### src/rtl/uart_pkg.sv
// rtl/uart_pkg.sv - shared constants, state encoding and bit-timing helpers for the UART receive controller
//
// Purpose:
//   Holds the baud and parity code points, the frame-supervision FSM encoding,
//   and the functions that turn a baud code into bit-period clock cycles and
//   classify a received byte against its parity bit.
package uart_pkg;

  localparam logic [1:0] BAUD_2400  = 2'b00;
  localparam logic [1:0] BAUD_4800  = 2'b01;
  localparam logic [1:0] BAUD_9600  = 2'b10;
  localparam logic [1:0] BAUD_19200 = 2'b11;

  localparam logic [1:0] PAR_NONE     = 2'b00;
  localparam logic [1:0] PAR_ODD      = 2'b01;
  localparam logic [1:0] PAR_EVEN     = 2'b10;
  localparam logic [1:0] PAR_NONE_ALT = 2'b11;

  localparam int unsigned DATA_W = 8;

  typedef enum logic [1:0] {
    ST_IDLE      = 2'b00,
    ST_FRAME     = 2'b01,
    ST_STOP_WAIT = 2'b10
  } rx_state_t;

  function automatic int unsigned baud_hz(input logic [1:0] code);
    case (code)
      BAUD_2400: return 2400;
      BAUD_4800: return 4800;
      BAUD_9600: return 9600;
      default:   return 19200;
    endcase
  endfunction

  // Rounded to the nearest whole cycle.
  function automatic int unsigned bit_period_cycles(input logic [1:0] code,
                                                    input int unsigned clk_freq);
    int unsigned rate;
    rate = baud_hz(code);
    return (clk_freq + rate / 2) / rate;
  endfunction

  function automatic logic parity_error(input logic [1:0] ptype,
                                        input logic [DATA_W-1:0] data,
                                        input logic pbit);
    case (ptype)
      PAR_EVEN: return (^data) != pbit;
      PAR_ODD:  return (~^data) != pbit;
      default:  return 1'b0;
    endcase
  endfunction

endpackage

### src/rtl/uart_rx_fifo.sv
// rtl/uart_rx_fifo.sv - synchronous FIFO holding received bytes with their error tag
//
// Purpose:
//   Small power-of-two FIFO. A push while full is accepted only when a pop
//   happens in the same cycle; a pop while empty is ignored.
// Ports:
//   i_clk, i_reset      clock, asynchronous active-high reset
//   i_push, i_data      write request and entry
//   i_pop               read request (head advances)
//   o_data              current head entry
//   o_full, o_empty     occupancy flags
//   o_count             current number of entries
module uart_rx_fifo #(
  parameter int unsigned WIDTH = 9,
  parameter int unsigned DEPTH = 4
) (
  input  logic                     i_clk,
  input  logic                     i_reset,
  input  logic                     i_push,
  input  logic [WIDTH-1:0]         i_data,
  input  logic                     i_pop,
  output logic [WIDTH-1:0]         o_data,
  output logic                     o_full,
  output logic                     o_empty,
  output logic [$clog2(DEPTH):0]   o_count
);

  localparam int unsigned AW = $clog2(DEPTH);

  logic [WIDTH-1:0] r_mem [DEPTH];
  logic [AW-1:0]    r_wr_ptr;
  logic [AW-1:0]    r_rd_ptr;
  logic [AW:0]      r_count;
  logic             w_do_push;
  logic             w_do_pop;

  assign o_full    = (r_count == (AW+1)'(DEPTH));
  assign o_empty   = (r_count == '0);
  assign o_count   = r_count;
  assign o_data    = r_mem[r_rd_ptr];
  assign w_do_pop  = i_pop & ~o_empty;
  // A slot freed by a same-cycle pop can take the incoming entry.
  assign w_do_push = i_push & (~o_full | w_do_pop);

  always_ff @(posedge i_clk) begin
    if (w_do_push) begin
      r_mem[r_wr_ptr] <= i_data;
    end
  end

  always_ff @(posedge i_clk or posedge i_reset) begin
    if (i_reset) begin
      r_wr_ptr <= '0;
      r_rd_ptr <= '0;
      r_count  <= '0;
    end else begin
      if (w_do_push) begin
        r_wr_ptr <= r_wr_ptr + AW'(1);
      end
      if (w_do_pop) begin
        r_rd_ptr <= r_rd_ptr + AW'(1);
      end
      case ({w_do_push, w_do_pop})
        2'b10:   r_count <= r_count + (AW+1)'(1);
        2'b01:   r_count <= r_count - (AW+1)'(1);
        default: r_count <= r_count;
      endcase
    end
  end

endmodule

### src/rtl/uart_rx_ctrl.sv
// rtl/uart_rx_ctrl.sv - UART receiver sequencer: config staging, frame supervision, parity tagging, receive queue
//
// Purpose:
//   Owns the receiver's baud/parity configuration and only swaps in host
//   writes between frames, watches the serial line for frame starts, times
//   out frames that never complete, and queues each received byte with its
//   parity-error tag for a valid/ready consumer.
// Ports:
//   i_clk, i_reset                      clock, asynchronous active-high reset
//   i_cfg_wr, i_cfg_baud_rate,
//   i_cfg_parity_type                   host configuration write
//   i_din                               serial line (asynchronous)
//   i_uart_recieve_flag, i_uart_out,
//   i_uart_parity_bit                   receiver byte-done flag, byte, parity bit
//   o_baud_rate, o_parity_type          active configuration to the receiver
//   o_cfg_pending                       a written configuration awaits application
//   o_busy                              a frame is in progress or its stop is pending
//   o_m_data, o_m_perr, o_m_valid,
//   i_m_ready                           receive queue head, valid/ready handshake
//   o_fifo_count                        queue occupancy
//   o_overflow, o_timeout_err, i_clr_err sticky error flags and their clear
module uart_rx_ctrl
  import uart_pkg::*;
#(
  parameter int unsigned CLK_FREQ     = 50000000,
  parameter int unsigned FIFO_DEPTH   = 4,
  parameter int unsigned TIMEOUT_BITS = 12,
  parameter logic [1:0]  RESET_BAUD   = 2'b11,
  parameter logic [1:0]  RESET_PARITY = 2'b10
) (
  input  logic                          i_clk,
  input  logic                          i_reset,
  input  logic                          i_cfg_wr,
  input  logic [1:0]                    i_cfg_baud_rate,
  input  logic [1:0]                    i_cfg_parity_type,
  input  logic                          i_din,
  input  logic                          i_uart_recieve_flag,
  input  logic [7:0]                    i_uart_out,
  input  logic                          i_uart_parity_bit,
  output logic [1:0]                    o_baud_rate,
  output logic [1:0]                    o_parity_type,
  output logic                          o_cfg_pending,
  output logic                          o_busy,
  output logic [7:0]                    o_m_data,
  output logic                          o_m_perr,
  output logic                          o_m_valid,
  input  logic                          i_m_ready,
  output logic [$clog2(FIFO_DEPTH):0]   o_fifo_count,
  output logic                          o_overflow,
  output logic                          o_timeout_err,
  input  logic                          i_clr_err
);

  localparam int unsigned LIMIT_2400  = TIMEOUT_BITS * bit_period_cycles(BAUD_2400,  CLK_FREQ);
  localparam int unsigned LIMIT_4800  = TIMEOUT_BITS * bit_period_cycles(BAUD_4800,  CLK_FREQ);
  localparam int unsigned LIMIT_9600  = TIMEOUT_BITS * bit_period_cycles(BAUD_9600,  CLK_FREQ);
  localparam int unsigned LIMIT_19200 = TIMEOUT_BITS * bit_period_cycles(BAUD_19200, CLK_FREQ);
  // The slowest baud gives the longest timeout, so it sizes the timer.
  localparam int unsigned TIMER_W     = $clog2(LIMIT_2400 + 1);

  logic                 r_din_s1;
  logic                 r_din_s2;
  logic                 r_din_prev;
  logic [1:0]           r_sync_fill;
  logic                 r_flag_d;
  rx_state_t            r_state;
  rx_state_t            w_state_next;
  logic [TIMER_W-1:0]   r_timer;
  logic [TIMER_W-1:0]   w_timer_last;
  logic                 w_timer_clr;
  logic                 w_timeout_set;
  logic                 w_start;
  logic                 w_capture;
  logic                 w_cfg_apply;
  logic [1:0]           r_baud;
  logic [1:0]           r_parity;
  logic [1:0]           r_pend_baud;
  logic [1:0]           r_pend_parity;
  logic                 r_cfg_pending;
  logic                 w_fifo_full;
  logic                 w_fifo_empty;
  logic                 w_pop;
  logic                 w_perr;
  logic [8:0]           w_head;
  logic                 w_overflow_set;
  logic                 r_overflow;
  logic                 r_timeout_err;

  // Line synchroniser. r_sync_fill marks when r_din_s2 holds a real sample
  // rather than its reset value; r_din_prev stays 0 until then, so a line
  // that is already low when reset releases never looks like a falling edge.
  always_ff @(posedge i_clk or posedge i_reset) begin
    if (i_reset) begin
      r_din_s1    <= 1'b1;
      r_din_s2    <= 1'b1;
      r_din_prev  <= 1'b0;
      r_sync_fill <= 2'b00;
      r_flag_d    <= 1'b0;
    end else begin
      r_din_s1    <= i_din;
      r_din_s2    <= r_din_s1;
      r_din_prev  <= r_sync_fill[1] & r_din_s2;
      r_sync_fill <= {r_sync_fill[0], 1'b1};
      r_flag_d    <= i_uart_recieve_flag;
    end
  end

  assign w_start   = r_sync_fill[1] & r_din_prev & ~r_din_s2;
  // Rising edge only, so a level-style done flag yields one capture.
  assign w_capture = i_uart_recieve_flag & ~r_flag_d;

  always_comb begin
    w_timer_last = '0;
    case (r_baud)
      BAUD_2400: w_timer_last = TIMER_W'(LIMIT_2400  - 1);
      BAUD_4800: w_timer_last = TIMER_W'(LIMIT_4800  - 1);
      BAUD_9600: w_timer_last = TIMER_W'(LIMIT_9600  - 1);
      default:   w_timer_last = TIMER_W'(LIMIT_19200 - 1);
    endcase
  end

  always_ff @(posedge i_clk or posedge i_reset) begin
    if (i_reset) begin
      r_state <= ST_IDLE;
    end else begin
      r_state <= w_state_next;
    end
  end

  always_comb begin
    w_state_next  = r_state;
    w_timer_clr   = 1'b0;
    w_timeout_set = 1'b0;
    case (r_state)
      ST_IDLE: begin
        if (w_start) begin
          w_state_next = ST_FRAME;
          w_timer_clr  = 1'b1;
        end
      end
      ST_FRAME: begin
        // A byte arriving on the last timer cycle completes the frame.
        if (w_capture) begin
          w_state_next = ST_STOP_WAIT;
        end else if (r_timer == w_timer_last) begin
          w_timeout_set = 1'b1;
          w_state_next  = ST_STOP_WAIT;
        end
      end
      ST_STOP_WAIT: begin
        if (r_din_s2) begin
          w_state_next = ST_IDLE;
        end
      end
      default: begin
        w_state_next = ST_IDLE;
      end
    endcase
  end

  always_ff @(posedge i_clk or posedge i_reset) begin
    if (i_reset) begin
      r_timer <= '0;
    end else if (w_timer_clr) begin
      r_timer <= '0;
    end else if (r_state == ST_FRAME) begin
      r_timer <= r_timer + TIMER_W'(1);
    end
  end

  // Configuration only changes in an idle cycle that is not starting a frame,
  // so a frame always runs with the settings it started under.
  assign w_cfg_apply = r_cfg_pending & (r_state == ST_IDLE) & ~w_start;

  always_ff @(posedge i_clk or posedge i_reset) begin
    if (i_reset) begin
      r_baud        <= RESET_BAUD;
      r_parity      <= RESET_PARITY;
      r_pend_baud   <= RESET_BAUD;
      r_pend_parity <= RESET_PARITY;
      r_cfg_pending <= 1'b0;
    end else begin
      if (w_cfg_apply) begin
        r_baud   <= r_pend_baud;
        r_parity <= r_pend_parity;
      end
      // A write in the same cycle as an apply stays pending for the next one.
      if (i_cfg_wr) begin
        r_pend_baud   <= i_cfg_baud_rate;
        r_pend_parity <= i_cfg_parity_type;
        r_cfg_pending <= 1'b1;
      end else if (w_cfg_apply) begin
        r_cfg_pending <= 1'b0;
      end
    end
  end

  assign w_perr         = parity_error(r_parity, i_uart_out, i_uart_parity_bit);
  assign w_pop          = o_m_valid & i_m_ready;
  assign w_overflow_set = w_capture & w_fifo_full & ~w_pop;

  uart_rx_fifo #(
    .WIDTH (9),
    .DEPTH (FIFO_DEPTH)
  ) u_fifo (
    .i_clk   (i_clk),
    .i_reset (i_reset),
    .i_push  (w_capture),
    .i_data  ({w_perr, i_uart_out}),
    .i_pop   (w_pop),
    .o_data  (w_head),
    .o_full  (w_fifo_full),
    .o_empty (w_fifo_empty),
    .o_count (o_fifo_count)
  );

  // Set has priority over clear on both sticky flags.
  always_ff @(posedge i_clk or posedge i_reset) begin
    if (i_reset) begin
      r_overflow    <= 1'b0;
      r_timeout_err <= 1'b0;
    end else begin
      if (w_overflow_set) begin
        r_overflow <= 1'b1;
      end else if (i_clr_err) begin
        r_overflow <= 1'b0;
      end
      if (w_timeout_set) begin
        r_timeout_err <= 1'b1;
      end else if (i_clr_err) begin
        r_timeout_err <= 1'b0;
      end
    end
  end

  assign o_baud_rate   = r_baud;
  assign o_parity_type = r_parity;
  assign o_cfg_pending = r_cfg_pending;
  assign o_busy        = (r_state != ST_IDLE);
  assign o_m_data      = w_head[7:0];
  assign o_m_perr      = w_head[8];
  assign o_m_valid     = ~w_fifo_empty;
  assign o_overflow    = r_overflow;
  assign o_timeout_err = r_timeout_err;

endmodule

### config.mk
export PLATFORM = sky130hd
export DESIGN_NAME = uart_rx_ctrl
export DESIGN_NICKNAME = d
export VERILOG_FILES = /design/src/rtl/uart_pkg.sv /design/src/rtl/uart_rx_fifo.sv /design/src/rtl/uart_rx_ctrl.sv
export SDC_FILE = /design/constraint.sdc
export NUM_CORES = 1
export LEC_CHECK = 0
export CORE_MARGIN = 2
export CORE_UTILIZATION = 60
export CTS_CLUSTER_DIAMETER = 50
export DETAILED_ROUTE_END_ITERATION = 6
export PLACE_DENSITY = 0.81
export SLEW_MARGIN = 5
export SYNTH_ARGS = -nofsm -noshare
export SYNTH_HDL_FRONTEND = slang
export SYNTH_SLANG_ARGS = --single-unit
### constraint.sdc
create_clock -name i_clk -period 3.45 [get_ports i_clk]
set_input_delay 0.8625 -clock i_clk [delete_from_list [all_inputs] [get_ports i_clk]]
set_output_delay 0.8625 -clock i_clk [all_outputs]
set_load 0.02 [all_outputs]
==> flow_summary.toml <==
[logic_synthesis]
netlist.area_leader.share = 0.297
yosysWarningCount = 0
synth_edf_count = 36
synthCells = 281
syn_nets = 309
synth_seq_cells = 80
synth_area_um2 = 3640
ys.flop_type = "edfxtp_1"
yosysTopAreaCell = "edfxtp_1"
netlist_top_cells_area = "edfxtp_1, dfrtp_1, dfstp_2, mux4_2, xnor2_1"
synth_common_cells = "dfrtp_1, edfxtp_1, nand2_1"
synth_cell_types = 48
async_flop_share = 0.550
seq_area_frac_synth = 0.602
avgSynthCellArea_um2 = 12.9

[clock_network]
insertion_delay_ps = 340
cts_setup_buffers = 0
numClockSinks = 80
post_cts_resized = 0
tritoncts = "built"
cts_buffers = 9
holdBufCountCts = 0
clockRootBuffer = "clkbuf_8"
clk_pin_slew_worst_paths_ps = 80
clock_path_buffers = 2
htreeDepth = 3

[timing]
slew_headroom = 0.547
worstMarginPinSlew_ps = 680
fin_crit_sh = 0.914
timing.final.ws_setup_ps = 298
timing.fmax_mhz = 317
hold_viol_final = 0
finClkSkew_ps = 3.35
setup_violations = 0
drv_slew = 0
rsz0062_at_grt = "false"
min_period_ps = 3150
timing.hold.ws_ps = 354
setup_tns_ps = 0

[detailed_routing]
final_antenna_net_count = 0
drc = 0
dr_total_vias = 2331
vias_per_cell = 5.77
dr.pass1.iters = 4
drt-total-wl_um = 6880
drtIter0Drc = 141
avgRoutedWirePerCell_um = 17.0

[finish]
area_growth_syn_to_layout_pct = 18.8
nNetsFinal = 352
drive_gt1_frac = 0.146
fin_area_um2 = 4320
diodes = 0

[worst_hold_path]
min_to = "r_sync_fill[1]"
hold_start = "r_sync_fill[0]"
hold_path_class = "reg2reg"
hold_depth = 0

[placed_design]
place_worst_setup_slack_ps = 500
gp_congestion = 0.888
placed_cell_area_um2 = 4110
hpwl_um = 4790
portBuffers = 40

[worst_setup_path]
reg2reg_from = "u_fifo.o_count[0]"
critPathMaxFanout = 11
setup.worst_path.start = "u_fifo.r_rd_ptr[0]"
cp.required_ps = 2590
timing_worst_setup_path_type = "reg2out"
critPathCaptureType = "output port"
worst-r2r-cell-count = 11
reg2reg_slack_ps = 1330
timing.rr.end = "u_fifo.o_count[2]"
cp-start-kind = "flip-flop"
cp_data_arrival_time_ps = 2290

[floorplan]
dieWidth_um = 81.9
ios = 41
die_h_um = 81.9
die_area_um2 = 6700
core_um2 = 5890
num_rows = 28
start_util = 0.618

[grt]
grt_pass1_wl_um = 11500
antenna_found_initial = 0
grt_overflow = 0
grt_usage = 0.234
grt_max_degree = 30
grt_pass1_vias = 2337

[pwr]
power_density_nw_per_um2 = 674
power.leakage_nw = 1.67
ir_drop_mv = 0.549

[run]
max_cap_viol_count = 0

[status]
status = "complete, no violations"
where the power goes:
group	switching, mW	internal, mW
registers	0.170	1.16
clock network	0.325	0.399
logic	0.412	0.452
total	0.908	2.01
how the worst max path moves through the flow:
| stage | endpoint | slack [ps] | depth (start not counted) |
|---|---|---|---|
| global placement | u_fifo.o_count[2] | 610 | 11 |
| finish | o_m_data[1] | 300 | 2 |
| CTS | o_m_data[1] | 250 | 2 |
| global route | o_m_data[1] | 180 | 2 |
| detailed placement | u_fifo.o_count[2] | 500 | 11 |
| floorplan | u_fifo.o_count[2] | 1040 | 10 |
layout make-up:
type                    count  area (um^2)
flip-flops and latches     80         2190
fillers                   403         1560
multi-input cells         173         1340
repair buffers             43          423
clock buffers              13          168
well taps                  75         93.8
inverters                  17         63.8
clock inverters             3         47.5
layer usage:
layer | up-vias | part of all wire | global-route usage
met5 | - | 0 | 0
met4 | 0 | 0.011 | 0.0800
met3 | 5 | 0.057 | 0.0549
met2 | 83 | 0.50 | 0.362
met1 | 1144 | 0.44 | 0.330
li1 | 1099 | - | -
worst max-delay path, cell delays in order (launching register included):
cell             delay, ps
dfrtp_1                790
mux4_2                 590
clkdlybuf4s50_1        570
through the flow:
| stage | cells | util | total power [mW] |
|---|---|---|---|
| 6_report | 404 | 0.735 | 2.91 |
| 5_1_grt | 404 | 0.735 | 3.05 |
| 4_1_cts | 404 | 0.735 | 2.94 |
| 3_5_place_dp | 388 | 0.698 | 2.21 |
| 3_3_place_gp | 388 | 0.698 | 2.18 |
| 2_1_floorplan | 281 | - | 1.86 |
cell families (layout without fill, tap and decap cells):
logic type	Yosys count	count (layout)	synth area share
flip-flops	80	80	0.602
buffers and inverters	28	76	0.0303
AO/OA/AOI/OAI	42	42	0.0757
other	1	1	0.00103
adder cells (fa/ha/maj)	8	8	0.0296
AND/OR/NAND/NOR	82	82	0.124
XOR/XNOR	20	20	0.0481
multiplexers	20	20	0.0887
registers in the layout, indices dropped and copies added, names as in the netlist, 2 cells and up:
signal           count
o_baud_rate          2
u_fifo.r_wr_ptr      2
r_sync_fill          2
r_pend_parity        2
r_pend_baud          2
o_parity_type        2
r_state              2
u_fifo.o_count       3
u_fifo.r_mem        36
u_fifo.r_rd_ptr      2
r_timer             18
placed cells by master (no fill, tap or decap), types with 2 or more instances in the layout:
cell type,count
and3_1,4
nand4_1,6
or3_1,3
nor2_1,11
nand2b_1,3
nand4b_1,2
xor2_1,7
nand3b_1,2
clkbuf_4,2
a21o_1,2
nand3_1,9
mux2_2,8
o22ai_1,5
buf_4,3
dfstp_2,8
o211ai_1,2
clkdlybuf4s50_1,40
xnor2_1,13
mux4_2,9
dfrtp_1,36
o21ai_0,14
and3_2,2
a31oi_1,2
ha_1,7
clkbuf_8,9
mux2i_1,3
nor2b_1,4
a21oi_1,9
edfxtp_1,36
nand2_1,20
nor3_1,3
and2_1,7
inv_1,16
No activity file was read; power rests on OpenSTA's default activity.
